--- config.mk ---
export PLATFORM = sky130hd
export DESIGN_NAME = rr_burst_arbiter
export DESIGN_NICKNAME = d
export VERILOG_FILES = /design/src/rtl/rr_burst_arbiter_pkg.sv /design/src/rtl/rr_burst_arbiter_mux.sv /design/src/rtl/rr_burst_arbiter_pick.sv /design/src/rtl/rr_burst_arbiter.sv
export SDC_FILE = /design/constraint.sdc
export NUM_CORES = 1
export LEC_CHECK = 0
export CAP_MARGIN = 10
export CORE_AREA = 2 2 49 51
export CTS_BUF_LIST = sky130_fd_sc_hd__clkbuf_4
export DETAILED_ROUTE_END_ITERATION = 6
export DIE_AREA = 0 0 51 53
export PLACE_DENSITY_LB_ADDON = 0.08
export SYNTH_ARGS = -nofsm -noshare
export SYNTH_HDL_FRONTEND = slang
export SYNTH_SLANG_ARGS = --single-unit
--- constraint.sdc ---
create_clock -name clk -period 3.8 [get_ports clk]
set_clock_uncertainty 0.15 [all_clocks]
set_input_delay 0.57 -clock clk [delete_from_list [all_inputs] [get_ports clk]]
set_output_delay 0.57 -clock clk [all_outputs]
set_load 0.01 [all_outputs]
--- src/rtl/rr_burst_arbiter_pkg.sv ---
// Shared definitions for the round-robin burst arbiter:
// state encoding and width helpers.
package rr_burst_arbiter_pkg;

  typedef enum logic {
    ARB_IDLE  = 1'b0,
    ARB_GRANT = 1'b1
  } arb_state_e;

  function automatic int id_w(input int n);
    return (n <= 1) ? 1 : $clog2(n);
  endfunction

  function automatic int cnt_w(input int m);
    return $clog2(m + 1);
  endfunction

endpackage

--- src/rtl/rr_burst_arbiter_mux.sv ---
// Keyed data select: entry i is chosen when key == i.
// Ports: key in, packed data_in (entry i at slice i), out.
module mux_key #(
  parameter int NR_KEY   = 4,
  parameter int KEY_LEN  = 2,
  parameter int DATA_LEN = 8
) (
  input  logic [KEY_LEN-1:0]         key,
  input  logic [NR_KEY*DATA_LEN-1:0] data_in,
  output logic [DATA_LEN-1:0]        out
);

  logic [DATA_LEN-1:0] hit [NR_KEY];

  for (genvar i = 0; i < NR_KEY; i++) begin : g_lut
    localparam logic [KEY_LEN-1:0] K = KEY_LEN'(i);
    assign hit[i] = (key == K) ?
      data_in[i*DATA_LEN +: DATA_LEN] : '0;
  end

  always_comb begin
    out = '0;
    for (int j = 0; j < NR_KEY; j++) out = out | hit[j];
  end

endmodule

--- src/rtl/rr_burst_arbiter_pick.sv ---
// Rotating-priority picker: first valid requester at or after ptr.
// Ports: req_valid, ptr in; winner index and any-valid flag out.
module rr_pick
  import rr_burst_arbiter_pkg::*;
#(
  parameter  int NREQ = 4,
  localparam int ID_W = id_w(NREQ)
) (
  input  logic [NREQ-1:0] req_valid,
  input  logic [ID_W-1:0] ptr,
  output logic [ID_W-1:0] winner,
  output logic            any
);

  int idx;

  // Scan from farthest to nearest offset so the
  // nearest valid requester is the last to overwrite.
  always_comb begin
    winner = '0;
    any    = 1'b0;
    idx    = 0;
    for (int k = NREQ - 1; k >= 0; k--) begin
      idx = int'(ptr) + k;
      if (idx >= NREQ) idx = idx - NREQ;
      if (req_valid[ID_W'(idx)]) begin
        winner = ID_W'(idx);
        any    = 1'b1;
      end
    end
  end

endmodule

--- src/rtl/rr_burst_arbiter.sv ---
// Round-robin burst arbiter: one grant per burst, ended by
// req_last or MAX_BURST beats. Ports: req_* in, out_* stream, grant_id, busy.
module rr_burst_arbiter
  import rr_burst_arbiter_pkg::*;
#(
  parameter  int NREQ      = 4,
  parameter  int DATA_W    = 8,
  parameter  int MAX_BURST = 4,
  localparam int ID_W      = id_w(NREQ)
) (
  input  logic                   clk,
  input  logic                   rst_n,
  input  logic [NREQ-1:0]        req_valid,
  input  logic [NREQ-1:0]        req_last,
  input  logic [NREQ*DATA_W-1:0] req_data,
  output logic [NREQ-1:0]        req_ready,
  output logic                   out_valid,
  output logic [DATA_W-1:0]      out_data,
  output logic                   out_last,
  input  logic                   out_ready,
  output logic [ID_W-1:0]        grant_id,
  output logic                   busy
);

  localparam int CNT_W = cnt_w(MAX_BURST);
  localparam logic [CNT_W-1:0] CNT_END = CNT_W'(MAX_BURST - 1);
  localparam logic [ID_W-1:0]  ID_TOP  = ID_W'(NREQ - 1);

  arb_state_e       state_q, state_d;
  logic [ID_W-1:0]  ptr_q, ptr_d;
  logic [ID_W-1:0]  grant_q, grant_d;
  logic [CNT_W-1:0] cnt_q, cnt_d;

  logic [ID_W-1:0] winner;
  logic            any;
  logic            active;
  logic            hs;
  logic [ID_W-1:0] ptr_nxt;

  rr_pick #(.NREQ(NREQ)) u_pick (
    .req_valid (req_valid),
    .ptr       (ptr_q),
    .winner    (winner),
    .any       (any)
  );

  mux_key #(
    .NR_KEY   (NREQ),
    .KEY_LEN  (ID_W),
    .DATA_LEN (DATA_W)
  ) u_mux (
    .key     (grant_q),
    .data_in (req_data),
    .out     (out_data)
  );

  assign grant_id = grant_q;
  assign ptr_nxt  = (grant_q == ID_TOP) ? '0 : grant_q + 1'b1;

  // Outputs are masked while rst_n is low so an abandoned
  // burst cannot complete a handshake in the reset cycle.
  always_comb begin
    state_d   = state_q;
    ptr_d     = ptr_q;
    grant_d   = grant_q;
    cnt_d     = cnt_q;
    active    = rst_n & (state_q == ARB_GRANT);
    busy      = active;
    out_valid = active & req_valid[grant_q];
    out_last  = active &
      (req_last[grant_q] | (cnt_q == CNT_END));
    req_ready = '0;
    if (active) req_ready[grant_q] = out_ready;
    hs = out_valid & out_ready;
    unique case (state_q)
      ARB_IDLE: begin
        if (any) begin
          grant_d = winner;
          cnt_d   = '0;
          state_d = ARB_GRANT;
        end
      end
      ARB_GRANT: begin
        if (hs) begin
          cnt_d = cnt_q + 1'b1;
          if (out_last) begin
            state_d = ARB_IDLE;
            ptr_d   = ptr_nxt;
          end
        end
      end
      default: state_d = ARB_IDLE;
    endcase
  end

  always_ff @(posedge clk) begin
    if (!rst_n) begin
      state_q <= ARB_IDLE;
      ptr_q   <= '0;
      grant_q <= '0;
      cnt_q   <= '0;
    end else begin
      state_q <= state_d;
      ptr_q   <= ptr_d;
      grant_q <= grant_d;
      cnt_q   <= cnt_d;
    end
  end

endmodule
==> reports/qor.yml <==
cp_cell_sequence: "clkdlybuf4s50_1 > mux4_2 > and2_2 > clkdlybuf4s50_1"
drive_above_1_share_pct: 6.579
yosys.area.top_type: "dfxtp_1"
numClockSinks: 8
dr.max_layer_used: "met4"
met2_wirelength_mm: 1.129
numCtsBuffers: 3
cts_tree: "done"
syn_to_final_growth_pct: 83.06
report.final.slew_viol_count: 0
drc: 0
power_density_nw_per_um2: 221.0
synth_top_area_share_pct: 21.26
cp.required_ns: 3.08
clk_pin_slew_ns: 0.05
die_area_um2: 2703
syn_inst: 95
yosysMostFrequentCell: "a22oi_1"
fill_cells: 187
n_antenna_cell: 0
setup.worst_path.start_class: "input pin"
overflow: 0
hold_viol: 0
wl_mm: 2.473
fin_crit_sh_pct: 79.44
synth_cell_types: 24
ys_warn_count: 0
met3_length_um: 246
grt_antenna_before_repair: 0
place_hpwl_mm: 2.018
synth_edf_count: 0
die_w_um: 51
fin_crit_ns: 3.019
ys_ff_latch: 8
cp.arrival_ns: 2.30
cp_slowest_cell: "mux4_2"
first_pass_iters: 4
final_nets: 203
cp_slowest_stage_delay_ns: 0.54
maxCapViolCount: 0
rows: 17
fmax_mhz: 331.3
post_cts_buffers: 0
synth.area.top_cells: "dfxtp_1 21%, a22oi_1 16%, ha_1 10%"
irDropWorstVdd_mv: 0.2042
wl_per_cell_um: 13.74
postSynthAreaPerCell_um2: 7.929
worst_pin_slew_ns: 0.3758
drt_iter0_drc: 13
clock_path_buffers: 2
ctsResizeCount: 0
yosys-top-cells-count: "16 x a22oi_1, 14 x nand2_1, 10 x inv_1"
wl_met1_mm: 1.082
tns_ns: 0
synth_area_um2: 753.2
ys_seq_area_share_pct: 21.26
vias: 926
syn_nets: 144
grt_pass1_wl_mm: 3.953
cts_max_level: 1
p_leak_nw: 0.5670
grt_setup_unrepaired: "no"
io_buffers: 59
fin_area_um2: 1379
cts-root-buf: "clkbuf_4"
path_class: "input pin to output port"
cp_max_fo: 5
grt_pass1_vias: 883
placed_area_um2: 1356
synth_flop_cell: "dfxtp_1"
place_congestion: 0.8612
async_reset_ff_share_pct: 0
status: "finished, final reports clean"
grt_max_degree: 11
holdBufCountCts: 0
cp_common_cell: "clkdlybuf4s50_1"
setup_viol: 0
holdCritPathClass: "flip-flop to flip-flop"
endpoint_kind: "output port"
start_util_pct: 35.06
relSlewSlack_pct: 74.95
grt_use_total_pct: 19.31
io-pin-count: 60
drtAntennaViolNets: 0
clk_latency_ns: 0.25
vias_per_cell: 5.144
core_um2: 2148
die_y_um: 53
metrics by stage:
step	std cells	hold slack, ns	util, %	total power, mW	setup WS, ns
2_1_floorplan	95	0.3049	-	0.1552	1.790
3_3_place_gp	177	0.3373	63.13	0.2443	0.8172
3_5_place_dp	177	0.3493	63.13	0.2467	0.7923
4_1_cts	180	0.3562	64.18	0.3100	0.7740
5_1_grt	180	0.3751	64.18	0.3285	0.6985
6_report	180	0.3582	64.18	0.3047	0.7814
worst max-delay path, delay by kind of cell:
| family | cells | cell delay (ns) |
|---|---|---|
| buf+inv | 2 | 0.96 |
| simple gates | 1 | 0.22 |
| mux | 1 | 0.54 |
final timing paths:
path,startpoint,end,slack [ns],cells past startpoint
setup reg to reg,grant_id[0],cnt_q[0],2.09,4
hold reg to reg,ptr_q[1],ptr_q[1],0.36,2
hold / removal,ptr_q[1],ptr_q[1],0.36,2
setup / recovery,req_valid[0],out_valid,0.78,4
metal layers:
metal  GRT usage [%]  vias to the layer above
li1                -                      460
met3           4.802                        2
met5               0                        -
met1           20.62                      412
met4           6.757                        0
met2           36.58                       52
cell families (layout without fill, tap and decap cells):
family | count (synthesis) | count (layout) | share of synthesized area, %
muxes | 4 | 4 | 9.137
DFF | 8 | 8 | 21.26
adders and majority gates | 6 | 6 | 9.967
buffers and inverters | 15 | 72 | 7.974
and+or+nand+nor | 34 | 34 | 23.59
AOI/OAI and AO/OA | 28 | 28 | 28.07
final cells by class:
type	count	area, um2	share of cell area, %
timing repair buffer	59	590.6	42.83
multi-input combinational	72	533.0	38.66
sequential	8	160.2	11.62
inverter	10	37.54	2.722
tap	28	35.03	2.541
clock buffer	3	22.52	1.633
registers in the layout (all words and copies together), names as in the netlist:
signal,count
grant_id,2
ptr_q,2
cnt_q,3
state_q,1
power breakdown:
| group | internal, mW | switching [mW] | leakage [nW] |
|---|---|---|---|
| sequential | 0.0889 | 0.00616 | 0.0651 |
| clock | 0.0358 | 0.0244 | 0.0138 |
| combinational | 0.0920 | 0.0574 | 0.488 |
| total | 0.217 | 0.0880 | 0.567 |
cells in the final DEF (no fill, tap or decap), types with 5 or more instances in the layout:
cell type and instances:
and3_1 7, ha_1 6, inv_1 10, nor2_1 5, clkdlybuf4s50_1 59, a22oi_1 16, dfxtp_1 8, nand2_1 14
No activity file was read; power rests on OpenSTA's default activity.
